### src/rtl/seg7_pkg.sv
// Shared definitions for the multiplexed 7-segment scanner.
//   - FSM state encoding (IDLE, GUARD, SHOW)
//   - all-off constants for anodes and cathodes
//   - 16-entry hex-to-segment table, active-low {g,f,e,d,c,b,a}
package seg7_pkg;

    typedef enum logic [1:0] {
        IDLE  = 2'd0,
        GUARD = 2'd1,
        SHOW  = 2'd2
    } state_t;

    localparam logic [6:0] SEG_OFF = 7'h7F;
    localparam logic [7:0] AN_OFF  = 8'hFF;

    localparam logic [6:0] HEX_SEG [16] = '{
        7'h40, 7'h79, 7'h24, 7'h30, 7'h19, 7'h12, 7'h02, 7'h78,
        7'h00, 7'h10, 7'h08, 7'h03, 7'h46, 7'h21, 7'h06, 7'h0E
    };

    function automatic logic [6:0] hex_to_seg(input logic [3:0] nibble);
        return HEX_SEG[nibble];
    endfunction

endpackage

### src/rtl/seg7_hex_decode.sv
// Combinational hex digit to 7-segment decoder.
// Ports:
//   nibble   - 4-bit hex value
//   segments - active-low segment pattern {g,f,e,d,c,b,a}
module seg7_hex_decode
    import seg7_pkg::*;
(
    input  logic [3:0] nibble,
    output logic [6:0] segments
);

    assign segments = hex_to_seg(nibble);

endmodule

### src/rtl/seg7_scan_ctrl.sv
// Multiplexed 7-segment display scanner. Every rising edge of the slow tick_clk
// square wave (sampled in the clk_in domain, never used as a clock) advances to
// the next digit. data/dp_in/blank_mask are snapshotted at frame start so a frame
// never mixes old and new values.
// Optional feature macro: SEG7_GHOST_BLANK_EN - inserts a GUARD_CYCLES all-off
// interval after every advance to suppress ghosting.
// Ports:
//   clk_in     - system clock
//   reset      - asynchronous, active-high
//   tick_clk   - scan strobe square wave, asynchronous to clk_in
//   data       - 8 hex nibbles, digit k = data[4k+3:4k]
//   dp_in      - decimal point request per digit, active-high
//   blank_mask - 1 keeps digit k dark
//   anode      - digit enables, active-low
//   cathode    - segments {g,f,e,d,c,b,a}, active-low
//   dp_n       - decimal point, active-low
//   digit_sel  - index of the digit being driven
module seg7_scan_ctrl
    import seg7_pkg::*;
#(
    parameter int unsigned NUM_DIGITS   = 8,
    parameter int unsigned GUARD_CYCLES = 16
) (
    input  logic        clk_in,
    input  logic        reset,
    input  logic        tick_clk,
    input  logic [31:0] data,
    input  logic [7:0]  dp_in,
    input  logic [7:0]  blank_mask,
    output logic [7:0]  anode,
    output logic [6:0]  cathode,
    output logic        dp_n,
    output logic [2:0]  digit_sel
);

    if (NUM_DIGITS < 1 || NUM_DIGITS > 8 || GUARD_CYCLES < 1 || GUARD_CYCLES > 255)
    begin : g_param_check
        $error("seg7_scan_ctrl: parameter out of range");
    end

`ifdef SEG7_GHOST_BLANK_EN
    localparam state_t     ENTRY_STATE = GUARD;
    localparam logic [7:0] GUARD_LOAD  = 8'(GUARD_CYCLES - 1);
`else
    localparam state_t     ENTRY_STATE = SHOW;
`endif

    // tick_clk synchronizer and rising-edge detect
    logic s1, s2, prev, adv;

    always_ff @(posedge clk_in or posedge reset) begin
        if (reset) begin
            s1   <= 1'b0;
            s2   <= 1'b0;
            prev <= 1'b0;
        end else begin
            s1   <= tick_clk;
            s2   <= s1;
            prev <= s2;
        end
    end

    assign adv = s2 & ~prev;

    // Scan state
    state_t      state_q, state_d;
    logic [2:0]  idx_q, idx_d;
    logic        load, idx_last;
    logic [31:0] data_q;
    logic [7:0]  dp_q, blank_q;

    assign idx_last = (idx_q == 3'(NUM_DIGITS - 1));

`ifdef SEG7_GHOST_BLANK_EN
    logic [7:0] guard_q, guard_d;

    always_ff @(posedge clk_in or posedge reset) begin
        if (reset) guard_q <= '0;
        else       guard_q <= guard_d;
    end
`endif

    always_comb begin
        state_d = state_q;
        idx_d   = idx_q;
        load    = 1'b0;
`ifdef SEG7_GHOST_BLANK_EN
        guard_d = guard_q;
`endif
        unique case (state_q)
            IDLE: begin
                if (adv) begin
                    idx_d = '0;
                    load  = 1'b1;
                end
            end
`ifdef SEG7_GHOST_BLANK_EN
            SHOW, GUARD: begin
`else
            SHOW: begin
`endif
                if (adv) begin
                    if (idx_last) begin
                        idx_d = '0;
                        load  = 1'b1;
                    end else begin
                        idx_d = idx_q + 3'd1;
                    end
                end
`ifdef SEG7_GHOST_BLANK_EN
                else if (state_q == GUARD) begin
                    if (guard_q == '0) state_d = SHOW;
                    else               guard_d = guard_q - 8'd1;
                end
`endif
            end
            default: state_d = IDLE;
        endcase
        // Every advance (including leaving IDLE) enters the entry state; an advance
        // during GUARD restarts the guard count.
        if (adv) begin
            state_d = ENTRY_STATE;
`ifdef SEG7_GHOST_BLANK_EN
            guard_d = GUARD_LOAD;
`endif
        end
    end

    always_ff @(posedge clk_in or posedge reset) begin
        if (reset) begin
            state_q <= IDLE;
            idx_q   <= '0;
            data_q  <= '0;
            dp_q    <= '0;
            blank_q <= '0;
        end else begin
            state_q <= state_d;
            idx_q   <= idx_d;
            if (load) begin
                data_q  <= data;
                dp_q    <= dp_in;
                blank_q <= blank_mask;
            end
        end
    end

    // Registered outputs
    logic [3:0] cur_nibble;
    logic [6:0] cur_seg;
    logic       in_range;
    logic [7:0] anode_d;
    logic [6:0] cathode_d;
    logic       dp_n_d;

    assign cur_nibble = data_q[{idx_q, 2'b00} +: 4];
    assign in_range   = ({29'd0, idx_q} < NUM_DIGITS);

    seg7_hex_decode u_hex_decode (
        .nibble   (cur_nibble),
        .segments (cur_seg)
    );

    always_comb begin
        anode_d   = AN_OFF;
        cathode_d = SEG_OFF;
        dp_n_d    = 1'b1;
        if (state_q == SHOW) begin
            cathode_d = cur_seg;
            dp_n_d    = ~dp_q[idx_q];
            if (in_range && !blank_q[idx_q]) anode_d = ~(8'd1 << idx_q);
        end
    end

    always_ff @(posedge clk_in or posedge reset) begin
        if (reset) begin
            anode     <= AN_OFF;
            cathode   <= SEG_OFF;
            dp_n      <= 1'b1;
            digit_sel <= '0;
        end else begin
            anode     <= anode_d;
            cathode   <= cathode_d;
            dp_n      <= dp_n_d;
            digit_sel <= idx_q;
        end
    end

endmodule

### config.mk
export PLATFORM = sky130hd
export DESIGN_NAME = seg7_scan_ctrl
export DESIGN_NICKNAME = d
export VERILOG_FILES = /design/src/rtl/seg7_pkg.sv /design/src/rtl/seg7_hex_decode.sv /design/src/rtl/seg7_scan_ctrl.sv
export SDC_FILE = /design/constraint.sdc
export NUM_CORES = 1
export LEC_CHECK = 0
export ABC_AREA = 1
export CORE_MARGIN = 5
export CORE_UTILIZATION = 56
export DETAILED_ROUTE_END_ITERATION = 12
export GPL_TIMING_DRIVEN = 0
export PLACE_DENSITY = 0.94
export SKIP_CTS_REPAIR_TIMING = 1
export SYNTH_ARGS = -nofsm -noshare
export SYNTH_HDL_FRONTEND = slang
export SYNTH_SLANG_ARGS = --single-unit
### constraint.sdc
create_clock -name clk_in -period 4.6 [get_ports clk_in]
set_input_delay 0.69 -clock clk_in [delete_from_list [all_inputs] [get_ports clk_in]]
set_output_delay 0.69 -clock clk_in [all_outputs]
set_load 0.005 [all_outputs]
==> summary.log <==
INFO  timing         worst_pin_slew=0.889ns
INFO  timing         setup-tns-final=0ns
INFO  route          route.detailed.wl_per_inst=15.8µm
INFO  logic_synthesis area_leader_netlist=dfrtp_1
INFO  logic_synthesis netlist_area=3550µm²
INFO  logic_synthesis ys_warn_count=0
INFO  global_routing groute.usage.overall=0.235
INFO  worst_setup_path path_max_fanout=10
INFO  pwr            power.static_leakage=0.00214µW
INFO  logic_synthesis synth-edff-count=0
INFO  route          route.vias.total=2984
INFO  final_layout   layout_net_count=525
INFO  timing         setup_viol_count_final=0
INFO  worst_setup_path critPathRequiredTime=4.87ns
INFO  logic_synthesis seq_area_frac_synth=0.528
INFO  placed_design  number_of_buffers_added_on_ports=69
INFO  floorplanning  core_area=6240µm²
INFO  placed_design  dpl.hpwl=6200µm
INFO  global_routing first_pass_grt_wire_length=14100µm
INFO  logic_synthesis netlist.area_leader.share=0.409
INFO  clock_network  tritoncts_num_sinks=74
INFO  global_routing grt_antenna_before_repair=0
INFO  final_layout   post_layout_nonfiller_instances=544
INFO  route          remaining_drc_errors=0
INFO  clock_network  total_clock_buffers_created_by_cts=9
INFO  pwr            power_density=660nW/µm²
INFO  global_routing vias_in_the_first_global_route=3047
INFO  route          drt_first_iter_violations=197
INFO  placed_design  gp_congestion=0.934
INFO  route          postRouteAntennaNets=0
INFO  timing         grt_setup_unrepaired=no
INFO  timing         timing.max_slew.rel_slack=0.408
INFO  worst_setup_path setup.worst_path.end_class=flop
INFO  global_routing grt_overflow_total=0
INFO  timing         timing.fmax=0.478GHz
INFO  logic_synthesis synth_most_common_cell=nand2_1
INFO  clock_network  worstSkewPairLatency=0.36ns
INFO  route          totalWireLength=8580µm
INFO  logic_synthesis ys_async_sr_fraction=1.00
INFO  status         outcome=complete, no violations
INFO  worst_setup_path critical_path.max_stage_delay=0.44ns
INFO  clock_network  htree_levels=3
INFO  floorplanning  die_width=89.6µm
INFO  placed_design  detailed_place.area=4340µm²
INFO  final_layout   post_route_cells_drive_above_1_share=0.173
INFO  logic_synthesis synth_top_cells_by_count=nand2_1 (66), dfrtp_1 (58), nand3_1 (44)
INFO  final_layout   stdcell_area=4500µm²
INFO  logic_synthesis synth.net_count=445
INFO  timing         finalHoldViolCount=0
INFO  logic_synthesis synth_cell_types=28
INFO  worst_setup_path crit_chain=buf_6 -> inv_4 -> buf_6 -> nand2_1 -> nand3_1 -> nand3_1 -> nand2_1 -> inv_1 -> ha_1 -> nand3_1 -> nand2_1 -> nand2_1 -> nand3_1
INFO  floorplanning  die-height=89.6µm
INFO  worst_hold_path hold_class=reg -> reg
INFO  worst_setup_path start_kind=flop
INFO  timing         finalClockSkew=0.00818ns
INFO  logic_synthesis synth.top_cells.by_area=dfrtp_1 (41%), dfstp_2 (12%), nand2_1 (7.0%)
INFO  logic_synthesis postSynthRegisterBits=74
INFO  route          drt-pass1-iter-count=5
INFO  floorplanning  design.die.area=8030µm²
INFO  logic_synthesis synthesis.instances=382
INFO  timing         min_clock_period_post_route=2.09ns
INFO  final_layout   count_of_antenna_diodes_in_the_layout=0
INFO  placed_design  dpl.cell_count=528
INFO  pwr            vdd.ir_drop.worst=360µV
INFO  timing         slew_viol_final=0
INFO  floorplanning  start_util=0.568
INFO  worst_setup_path cp_data_arrival_time=2.37ns
INFO  global_routing grt_max_degree=75
INFO  clock_network  clock_tree_from_tritoncts=built
INFO  clock_network  clock_tree.root_cell=clkbuf_8
INFO  floorplanning  rows=29
INFO  clock_network  cts.clk_slew.worst_paths=0.08ns
INFO  logic_synthesis synth_ff_type=dfrtp_1
INFO  timing         final_min_period_over_clock_period=0.455
INFO  floorplanning  pin_count=70
INFO  job            max_cap_viol_count=0
INFO  worst_setup_path critical_path_class=reg -> reg
INFO  logic_synthesis postSynthAreaPerCell=9.29µm²
INFO  final_layout   synthToLayoutAreaGrowth=26.9%
INFO  worst_setup_path worst_path_max_delay_cell=dfrtp_1
INFO  clock_network  deepest_clock_path_buffer_count=2
INFO  route          vias_per_cell=5.49
==> worst paths after layout <==
kind	start	endpoint	slack (ns)	cells after the start
setup / recovery	idx_q[0]	cathode[6]	2.51	13
hold / removal	s1	s2	0.36	0
setup reg to reg	idx_q[0]	cathode[6]	2.51	13
hold reg to reg	s1	s2	0.36	0
max in group asynchronous	reset	data_q[10]	3.15	2
min in group asynchronous	reset	s1	0.88	2
==> cells in the final DEF (no fill, tap or decap), drive strengths merged, types with 2 or more instances in the layout <==
cell           synthesis  routed
inv                   46      46
clkbuf                 1      14
nand2                 71      71
buf                   19      19
o211ai                 3       3
clkdlybuf4s50          0      69
dfrtp                 58      58
o21ai                  8       8
ha                    12      12
clkinv                 0       2
a21oi                 35      35
nand4                  4       4
dfstp                 16      16
nor2                  39      39
nand3                 51      51
mux2                  15      15
==> logic make-up (layout without fill, tap and decap cells) <==
logic type | count (synthesis) | after routing | synth area share
AOI/OAI and AO/OA | 47 | 47 | 0.0730
adders and majority gates | 12 | 12 | 0.0423
buffers and inverters | 66 | 151 | 0.0910
DFF | 74 | 74 | 0.528
muxes | 15 | 15 | 0.0476
and+or+nand+nor | 168 | 168 | 0.218
==> sequential cells by signal (all words and copies together) (netlist names) <==
signal and flops:
anode 8, blank_q 8, cathode 7, data_q 32, digit_sel 3, dp_n 1, dp_q 8, idx_q 3
prev 1, s1 1, s2 1, state_q 1
==> through the flow <==
step           hold slack [ns]  setup slack [ns]  total power, µW  utilization
2_1_floorplan            0.331              2.05             2040            -
3_3_place_gp             0.336              1.04             2380        0.694
3_5_place_dp             0.335              2.58             2500        0.695
4_1_cts                  0.358              2.51             2950        0.722
5_1_grt                  0.365              2.33             3190        0.722
6_report                 0.358              2.51             2970        0.722
==> report_power, final <==
| group | switching, µW | internal (µW) | total [µW] |
|---|---|---|---|
| Clock | 240 | 209 | 450 |
| Combinational | 853 | 596 | 1450 |
| Sequential | 108 | 968 | 1080 |
| Total | 1200 | 1770 | 2970 |
==> layer usage <==
| layer | global-route usage | part of all wire | wire, µm |
|---|---|---|---|
| met2 | 0.391 | 0.50 | 4280 |
| met3 | 0.0511 | 0.079 | 677 |
| met1 | 0.279 | 0.39 | 3310 |
| met5 | 0 | 0 | 0 |
| met4 | 0.137 | 0.036 | 312 |
==> layout make-up <==
cell class,count,area (µm²)
multi-input combinational,242,1350
buffer,20,145
inverter,46,180
tap,77,96.3
sequential,74,1870
clock buffer,13,149
fill,464,1740
clock inverter,3,17.5
timing repair buffer,69,691
==> critical path: cells and delay by family, from the launching register on <==
family	cells	cell delay (ns)
buffers and inverters	4	0.54
DFF	1	0.44
and+or+nand+nor	8	0.80
adders and majority gates	1	0.23
Note: power is estimated with default switching activity, not from simulation.
